[src/rtl/video_pkg.sv]
// Shared types and constants for the video test pattern generator.
package video_pkg;

  typedef logic [23:0] pixel_t;

  typedef enum logic [1:0] {
    PAT_SOLID_RED  = 2'd0,
    PAT_COLOR_BARS = 2'd1,
    PAT_GREY_RAMP  = 2'd2,
    PAT_CHECKER    = 2'd3
  } pattern_e;

  typedef enum logic [1:0] {
    ST_IDLE   = 2'd0,
    ST_ACTIVE = 2'd1,
    ST_GAP    = 2'd2
  } tpg_state_e;

  // Colour bars, left to right: white, yellow, cyan, green, magenta, red, blue, black
  localparam pixel_t BAR_0 = 24'hFFFFFF;
  localparam pixel_t BAR_1 = 24'hFFFF00;
  localparam pixel_t BAR_2 = 24'h00FFFF;
  localparam pixel_t BAR_3 = 24'h00FF00;
  localparam pixel_t BAR_4 = 24'hFF00FF;
  localparam pixel_t BAR_5 = 24'hFF0000;
  localparam pixel_t BAR_6 = 24'h0000FF;
  localparam pixel_t BAR_7 = 24'h000000;

  localparam pixel_t SOLID_RED = 24'hFF0000;
  localparam pixel_t WHITE     = 24'hFFFFFF;
  localparam pixel_t BLACK     = 24'h000000;

  function automatic pixel_t bar_colour(input logic [2:0] idx);
    pixel_t c;
    case (idx)
      3'd0:    c = BAR_0;
      3'd1:    c = BAR_1;
      3'd2:    c = BAR_2;
      3'd3:    c = BAR_3;
      3'd4:    c = BAR_4;
      3'd5:    c = BAR_5;
      3'd6:    c = BAR_6;
      default: c = BAR_7;
    endcase
    return c;
  endfunction

endpackage

[src/rtl/tpg_pixel_lut.sv]
// Combinational pixel map: selected pattern plus position information -> RGB pixel.
// x carries the low 8 bits of the column (enough for the ramp and the 16-pixel
// checker tiles); y_tile is bit 4 of the row.
module tpg_pixel_lut
  import video_pkg::*;
(
  input  logic [1:0]  pattern,
  input  logic [7:0]  x,
  input  logic        y_tile,
  input  logic        frame_bit,
  input  logic [2:0]  bar_idx,
  output logic [23:0] pixel
);

  // Pick the colour for the requested pattern at this position
  always_comb begin
    pixel = BLACK;
    case (pattern_e'(pattern))
      PAT_SOLID_RED:  pixel = SOLID_RED;
      PAT_COLOR_BARS: pixel = bar_colour(bar_idx);
      PAT_GREY_RAMP:  pixel = {x, x, x};
      PAT_CHECKER:    pixel = (x[4] ^ y_tile ^ frame_bit) ? WHITE : BLACK;
      default:        pixel = BLACK;
    endcase
  end

endmodule

[src/rtl/video_test_pattern_gen.sv]
// AXI4-Stream video test pattern generator. Produces frames of H_ACTIVE x V_ACTIVE
// pixels with tuser on the first pixel and tlast on the last pixel of each line.
// Output beats are registered: the LUT is driven with the position that will be
// presented next, so a new beat appears on the cycle after it is decided.
module video_test_pattern_gen
  import video_pkg::*;
#(
  parameter int H_ACTIVE = 640,
  parameter int V_ACTIVE = 480,
  parameter int LINE_GAP = 0
) (
  input  logic        aclk,
  input  logic        aresetn,
  input  logic        enable,
  input  logic [1:0]  pattern_sel,
  output logic [23:0] m_axis_video_tdata,
  output logic        m_axis_video_tvalid,
  input  logic        m_axis_video_tready,
  output logic        m_axis_video_tuser,
  output logic        m_axis_video_tlast,
  output logic [15:0] frame_count
);

  localparam int XW    = $clog2(H_ACTIVE);
  localparam int YW    = (V_ACTIVE > 1) ? $clog2(V_ACTIVE) : 1;
  localparam int BAR_W = H_ACTIVE / 8;
  localparam int BW    = (BAR_W > 1) ? $clog2(BAR_W) : 1;

  localparam logic [XW-1:0] X_LAST   = XW'(H_ACTIVE - 1);
  localparam logic [YW-1:0] Y_LAST   = YW'(V_ACTIVE - 1);
  localparam logic [BW-1:0] BAR_LAST = BW'(BAR_W - 1);
  localparam logic [7:0]    GAP_LAST = (LINE_GAP > 0) ? 8'(LINE_GAP - 1) : 8'd0;
  localparam int            Y_TILE_BIT = (YW > 4) ? 4 : 0;

  tpg_state_e    state, state_next;
  logic [XW-1:0] x, x_next;
  logic [YW-1:0] y, y_next;
  logic [BW-1:0] bar_cnt, bar_cnt_next;
  logic [2:0]    bar_idx, bar_idx_next;
  logic [7:0]    gap_cnt, gap_next;
  logic [1:0]    pattern, pattern_next;
  logic [15:0]   fc_next;
  logic          load_beat;
  logic          drop_beat;
  logic          xfer;
  logic [23:0]   lut_pixel;
  logic          y_tile;

  assign xfer   = m_axis_video_tvalid & m_axis_video_tready;
  assign y_tile = (YW > 4) ? y_next[Y_TILE_BIT] : 1'b0;

  tpg_pixel_lut u_lut (
    .pattern   (pattern_next),
    .x         (8'(x_next)),
    .y_tile    (y_tile),
    .frame_bit (fc_next[0]),
    .bar_idx   (bar_idx_next),
    .pixel     (lut_pixel)
  );

  // Next-state and counter advance: decides what position is presented next
  always_comb begin
    state_next   = state;
    x_next       = x;
    y_next       = y;
    bar_cnt_next = bar_cnt;
    bar_idx_next = bar_idx;
    gap_next     = gap_cnt;
    pattern_next = pattern;
    fc_next      = frame_count;
    load_beat    = 1'b0;
    drop_beat    = 1'b0;
    case (state)
      ST_IDLE: begin
        if (enable) begin
          state_next   = ST_ACTIVE;
          pattern_next = pattern_sel;
          x_next       = '0;
          y_next       = '0;
          bar_cnt_next = '0;
          bar_idx_next = '0;
          load_beat    = 1'b1;
        end
      end
      ST_ACTIVE: begin
        if (xfer) begin
          if (x == X_LAST) begin
            x_next       = '0;
            bar_cnt_next = '0;
            bar_idx_next = '0;
            if (y == Y_LAST) begin
              y_next  = '0;
              fc_next = frame_count + 16'd1;
              if (enable) begin
                pattern_next = pattern_sel;
                if (LINE_GAP > 0) begin
                  state_next = ST_GAP;
                  gap_next   = '0;
                  drop_beat  = 1'b1;
                end else begin
                  load_beat = 1'b1;
                end
              end else begin
                state_next = ST_IDLE;
                drop_beat  = 1'b1;
              end
            end else begin
              y_next = y + 1'b1;
              if (LINE_GAP > 0) begin
                state_next = ST_GAP;
                gap_next   = '0;
                drop_beat  = 1'b1;
              end else begin
                load_beat = 1'b1;
              end
            end
          end else begin
            x_next = x + 1'b1;
            if (bar_cnt == BAR_LAST) begin
              bar_cnt_next = '0;
              bar_idx_next = bar_idx + 3'd1;
            end else begin
              bar_cnt_next = bar_cnt + 1'b1;
            end
            load_beat = 1'b1;
          end
        end
      end
      ST_GAP: begin
        if (gap_cnt == GAP_LAST) begin
          state_next = ST_ACTIVE;
          gap_next   = '0;
          load_beat  = 1'b1;
        end else begin
          gap_next = gap_cnt + 8'd1;
        end
      end
      default: begin
        state_next = ST_IDLE;
      end
    endcase
  end

  // State, counters and registered stream outputs
  always_ff @(posedge aclk) begin
    if (!aresetn) begin
      state               <= ST_IDLE;
      x                   <= '0;
      y                   <= '0;
      bar_cnt             <= '0;
      bar_idx             <= '0;
      gap_cnt             <= '0;
      pattern             <= '0;
      frame_count         <= '0;
      m_axis_video_tvalid <= 1'b0;
      m_axis_video_tdata  <= '0;
      m_axis_video_tuser  <= 1'b0;
      m_axis_video_tlast  <= 1'b0;
    end else begin
      state       <= state_next;
      x           <= x_next;
      y           <= y_next;
      bar_cnt     <= bar_cnt_next;
      bar_idx     <= bar_idx_next;
      gap_cnt     <= gap_next;
      pattern     <= pattern_next;
      frame_count <= fc_next;
      if (load_beat) begin
        m_axis_video_tvalid <= 1'b1;
        m_axis_video_tdata  <= lut_pixel;
        m_axis_video_tuser  <= (x_next == '0) && (y_next == '0);
        m_axis_video_tlast  <= (x_next == X_LAST);
      end else if (drop_beat) begin
        m_axis_video_tvalid <= 1'b0;
        m_axis_video_tdata  <= '0;
        m_axis_video_tuser  <= 1'b0;
        m_axis_video_tlast  <= 1'b0;
      end
    end
  end

endmodule

[config.mk]
export PLATFORM = sky130hd
export DESIGN_NAME = video_test_pattern_gen
export DESIGN_NICKNAME = d
export VERILOG_FILES = /design/src/rtl/video_pkg.sv /design/src/rtl/tpg_pixel_lut.sv /design/src/rtl/video_test_pattern_gen.sv
export SDC_FILE = /design/constraint.sdc
export NUM_CORES = 1
export LEC_CHECK = 0
export BUFFER_PORTS_ARGS = -buffer_cell sky130_fd_sc_hd__buf_2
export CAP_MARGIN = 20
export CORE_MARGIN = 5
export CORE_UTILIZATION = 53
export CTS_CLUSTER_SIZE = 40
export DETAILED_ROUTE_END_ITERATION = 10
export HOLD_SLACK_MARGIN = 0.15
export PLACE_DENSITY = 0.77
export SYNTH_ARGS = -nofsm -noshare
export SYNTH_HDL_FRONTEND = slang
export SYNTH_SLANG_ARGS = --single-unit
[constraint.sdc]
create_clock -name aclk -period 2.7 [get_ports aclk]
set_clock_uncertainty 0.05 [all_clocks]
set_input_delay 0.27 -clock aclk [delete_from_list [all_inputs] [get_ports aclk]]
set_output_delay 0.27 -clock aclk [all_outputs]
set_load 0.1 [all_outputs]
* Word level (Yosys, flattened, before mapping)
Cells that the tools add are included.
** Cells by class
- Add/subtract/negate cells :: 6
- Bitwise gates (word level) :: 3
- Equality and inequality tests :: 21
- Mux-type cells :: 56
- Reductions and logical operators :: 12
** Operators with widths (count)
- $pmux 24 s7 :: 1
- $pmux 24 s4 :: 1
- $mux 24 :: 3
- $mux 9 :: 4
- $mux 10 :: 3
- $mux 7 :: 4
- $eq 10x10->1 const B :: 2
- $mux 2 :: 10
- $pmux 10 s2 :: 1
- $mux 1 :: 18
- $pmux 9 s2 :: 1
- $add 16x1->16 const B :: 1
- $pmux 7 s2 :: 1
- $mux 3 :: 4
- $ne 2x2->1 const B :: 6
- $add 10x1->10 const B :: 1
- $logic_not 10->1 :: 1
- $add 9x1->9 const B :: 1
- $eq 3x3->1 const B :: 3
- $eq 9x9->1 const B :: 1
- $logic_not 9->1 :: 1
- $add 8x1->8 const B :: 1
- $logic_not 8->1 :: 1
- $mux 8 :: 1
- 20 further kinds :: 27
** Word-level totals
- Output and inout port bits :: 43
- Input bits :: 6
- Register bits after elaboration :: 84

* Logic depth before layout (Yosys ltp)
- Depth after elaboration :: 10
- Gate-level depth with buffers :: 10
- Mapped depth without buffers :: 8

* Modules after synthesis
From an unflattened synthesis, not the netlist that was laid out.
** Unflattened totals
- Cells, all modules :: 444
- Area, all modules :: 3771.1 um^2
** Modules (own cells, without submodules)
- video_test_pattern_gen :: cells an instance 384, area each 3449.6 um^2, instances 1
- tpg_pixel_lut :: cells an instance 60, area each 321.6 um^2, instances 1

* Worst setup path before layout
No wires, ideal clock.
- Path kind :: flip-flop to flip-flop
- From :: reg m_axis_video_tvalid
- To :: reg m_axis_video_tuser
- Slack :: -0.473 ns
- Required time :: 2.592 ns
- Setup time :: 0.058 ns
- Path buffers :: 1
- Stages on the path, launching flop included :: 9
- Arrival time :: 3.066 ns
- Period minus slack after synthesis :: 3.173 ns
- Path through :: dfxtp_1 > nand2_1 > clkbuf_1 > o41ai_1 > o311ai_0 > inv_1 > nand2_1 > nor3_1 > a31o_2
** Between the ends
- Longest elaborated chain between the ends :: 6
** Ends and longest elaborated chain
- from (decl) :: RTL line video_test_pattern_gen.sv:17 : output logic m_axis_video_tvalid,
- from (signal assigned) :: RTL line video_test_pattern_gen.sv:155 : m_axis_video_tvalid <= 1'b0;
- from (signal assigned) :: RTL line video_test_pattern_gen.sv:169 : m_axis_video_tvalid <= 1'b1;
- from (signal assigned) :: RTL line video_test_pattern_gen.sv:174 : m_axis_video_tvalid <= 1'b0;
- $and 1x1->1 * :: RTL line video_test_pattern_gen.sv:49 : assign xfer = m_axis_video_tvalid & m_axis_video_tready;
- $mux 10 or $mux 9 (tied branches) :: RTL line video_test_pattern_gen.sv:86 : if (xfer) begin
- $pmux 10 s2 or $pmux 9 s2 (tied branches) :: RTL line video_test_pattern_gen.sv:73 : case (state)
- $logic_not 10->1 or $logic_not 9->1 (tied branches) :: RTL line video_test_pattern_gen.sv:171 : m_axis_video_tuser <= (x_next == '0) && (y_next == '0);
- $logic_and 1x1->1 :: RTL line video_test_pattern_gen.sv:171
- $mux 1 :: RTL line video_test_pattern_gen.sv:168 : if (load_beat) begin
- to (signal assigned) :: RTL line video_test_pattern_gen.sv:171
- to (decl) :: RTL line video_test_pattern_gen.sv:19 : output logic m_axis_video_tuser,
Every way passes the cells marked *; elsewhere a longest branch is shown, timed or not.
A chain may end at the register's enable or synchronous reset.

* Worst setup path in the final report
- From :: reg x[1]
- To :: reg m_axis_video_tuser
** Between the ends
- Longest elaborated chain between the ends :: 7
** Ends and longest elaborated chain
- from (decl) :: RTL line video_test_pattern_gen.sv:36 : logic [XW-1:0] x, x_next;
- from (signal assigned) :: RTL line video_test_pattern_gen.sv:161 : x <= x_next;
- $add 10x1->10 or $eq 10x10->1 (tied branches) :: RTL line video_test_pattern_gen.sv:118, video_test_pattern_gen.sv:87
- $mux 10 or $mux 9 (tied branches) :: RTL line video_test_pattern_gen.sv:87 : if (x == X_LAST) begin
- $mux 10 or $mux 9 (tied branches) :: RTL line video_test_pattern_gen.sv:86
- $pmux 10 s2 or $pmux 9 s2 (tied branches) :: RTL line video_test_pattern_gen.sv:73
- $logic_not 10->1 or $logic_not 9->1 (tied branches) :: RTL line video_test_pattern_gen.sv:171
- $logic_and 1x1->1 :: RTL line video_test_pattern_gen.sv:171
- $mux 1 :: RTL line video_test_pattern_gen.sv:168
Parallel ways exist; a longest one is shown, timed or not.

==> flow_summary.json <==
{
  "status": "finished, final reports clean",
  "grt_pass1_wl_mm": 18.35,
  "cts_tree": "built",
  "ys_seq_area_share_pct": 36.95,
  "fmax_mhz": 384.4,
  "cts_root_buffer": "clkbuf_8",
  "wirelength_mm": 11.34,
  "worstMarginPinSlew_ps": 532.7,
  "place_congestion": 0.8989,
  "ys_ff_latch": 75,
  "ys_top_cells_by_area": "dfxtp_1 37%, nand2_1 7.3%, a41oi_1 5.8%",
  "areaGrowthSynthToFinish_pct": 18.50,
  "power_density_nw_per_um2": 474.2,
  "crit_chain": "ha_1 -> nand4_1 -> buf_12 -> nor3_1 -> buf_4 -> a21oi_1 -> a21o_1 -> a22o_1 -> nor4_1 -> a31o_2",
  "netlist_area_um2": 4064,
  "fin_nets": 572,
  "hold_class": "in2reg",
  "critPathArrivalTime_ps": 2830,
  "vias": 3991,
  "hold_violations": 0,
  "grt_setup_unrepaired": "yes",
  "port_buffers": 48,
  "critPathMaxStageDelay_ps": 370,
  "irDropWorstVdd_mv": 0.3324,
  "relSlewSlack_pct": 64.49,
  "drtPass1Iterations": 6,
  "ys.flop_type": "dfxtp_1",
  "start_kind": "flop",
  "startpoint": "x[1]",
  "syn_avg_cell_area_um2": 8.227,
  "grt_usage_pct": 23.14,
  "detail-route-antenna-nets": 0,
  "cts_max_level": 3,
  "io_pins": 49,
  "rows": 32,
  "post_cts_buffers": 0,
  "place_inst": 652,
  "cp.buffers_inverters": 2,
  "synth_top_cell_by_area": "dfxtp_1",
  "fp.coreArea_um2": 7607,
  "critPathKind": "reg2reg",
  "diodes": 0,
  "cp.required_ps": 2930,
  "die-area_um2": 9519,
  "syn-num-nets": 505,
  "antenna_found_initial": 0,
  "die_y_um": 97.57,
  "setup_viol": 0,
  "via_per_inst": 5.975,
  "synth.distinct_cells": 60,
  "fillerInstances": 666,
  "synth_edf_count": 0,
  "grt_overflow": 0,
  "crit_family": "compound AO/OA/AOI/OAI gates",
  "numCtsBuffers": 9,
  "p_leak_nw": 2.019,
  "wl_per_cell_um": 16.98,
  "cts.clk_slew.worst_paths_ps": 70,
  "synth_top_area_share_pct": 36.95,
  "finalMaxSlewViolations": 0,
  "hpwlAfterDp_mm": 8.010,
  "cp_slowest_cell": "dfxtp_1",
  "drc": 0,
  "period_share_pct": 96.34,
  "tns_ps": 0,
  "grt_pass1_vias": 3736,
  "start_util_pct": 53.42,
  "cap_violations": 0,
  "die_w_um": 97.57,
  "grt_max_degree": 28,
  "finalNonFillerCells": 668,
  "drive_above_1_share_pct": 21.20,
  "drt_iter0_markers": 341,
  "cts.sinks": 75,
  "hold_start": "enable",
  "rrSetupSlack_ps": 100,
  "worst_setup_path_end_kind": "flop",
  "synthArstFlopShare_pct": 0,
  "synthCells": 494,
  "r2r_start": "x[1]",
  "path_max_fanout": 13,
  "yosysWarnings": 0,
  "worstSkewPairLatency_ps": 340,
  "clk_path_buf_depth": 2,
  "period_needed_ps": 2601
}
power by group:
group | switching (W) | internal [W]
logic | 0.000254 | 0.0000831
registers | 0.0000184 | 0.00113
clock network | 0.000414 | 0.000387
sequential cells by signal, summed over array words and instances, names as in the netlist:
| signal | count |
|---|---|
| m_axis_video_tdata | 24 |
| frame_count | 16 |
| x | 10 |
| y | 9 |
| bar_cnt | 7 |
| bar_idx | 3 |
| pattern | 2 |
| m_axis_video_tlast | 1 |
| m_axis_video_tuser | 1 |
| m_axis_video_tvalid | 1 |
| state | 1 |
what timing repair did:
item,CTS,global route
resized for setup,0,7
hold buffers,0,0
endpoints found under the setup margin,0,23
cell type report:
type	count	area [um2]	share of cell area (%)
multi-input cells	385	2447	50.82
flip-flops and latches	75	1505	31.25
clock inverters	3	22.52	0.4677
well taps	102	127.6	2.650
inverters	7	26.28	0.5456
clock buffers	13	158.9	3.300
repair buffers	83	528.0	10.96
layout by cell type (no fill, tap or decap), drive strengths merged, types with 13 or more instances in the layout:
cell type	synthesis	final
clkbuf	22	13
nand2	79	79
and2	27	27
and3	23	23
a41oi	27	27
nand3	17	17
o21ai	32	32
nor2	22	22
dfxtp	75	75
nand4	15	15
nor2b	16	16
buf	5	83
worst paths after layout:
kind                   endpoint  cells past startpoint
max reg2reg  m_axis_video_tuser                     10
min reg2reg          bar_cnt[6]                      2
min                    state[0]                      2
max          m_axis_video_tuser                     10
layer usage:
metal | global-route usage, % | routed length, um | part of all wire, % | up-vias
met5 | 0 | 0 | 0 | -
met4 | 9.052 | 217 | 1.9 | 0
met3 | 3.518 | 562 | 5.0 | 19
met2 | 37.16 | 5485 | 48 | 123
met1 | 31.19 | 5075 | 45 | 1918
li1 | - | - | - | 1931
stage by stage:
| step | area [um2] | hold WS [ps] | utilization (%) | worst slack, ps | total power, W |
|---|---|---|---|---|---|
| floorplan | 4075 | 343.8 | - | 126.3 | 0.001419 |
| global placement | 4613 | 402.0 | 60.64 | 125.0 | 0.001498 |
| detailed placement | 4613 | 429.4 | 60.64 | 38.96 | 0.001503 |
| CTS | 4795 | 188.9 | 63.03 | 26.49 | 0.002296 |
| global route | 4816 | 204.4 | 63.31 | -25.47 | 0.002374 |
| finish | 4816 | 206.6 | 63.31 | 98.74 | 0.002284 |
synth_stat cells, types with 6 or more instances:
master    number
a21oi_1        9
a31oi_1        6
a41oi_1       27
and2_1        27
and3_1        23
clkbuf_1      21
dfxtp_1       75
inv_1          7
mux2i_1        6
nand2_1       79
nand2b_1      12
nand3_1       17
nand4_1       15
nor2_1        21
nor2b_1       16
nor3_1         8
nor4_1         6
o21ai_0       30
xnor2_1       11
xor2_1        12
logic make-up (layout without fill, tap and decap cells):
family | count (synthesis) | count (layout) | share of synthesized area (%)
AOI/OAI and AO/OA | 100 | 100 | 17.55
and+or+nand+nor | 246 | 246 | 32.05
muxes | 10 | 10 | 2.956
adders and majority gates | 5 | 5 | 1.539
DFF | 75 | 75 | 36.95
xor gates and xnor gates | 24 | 24 | 5.357
buffers and inverters | 34 | 106 | 3.602
Power figures use the tool's default switching activity.
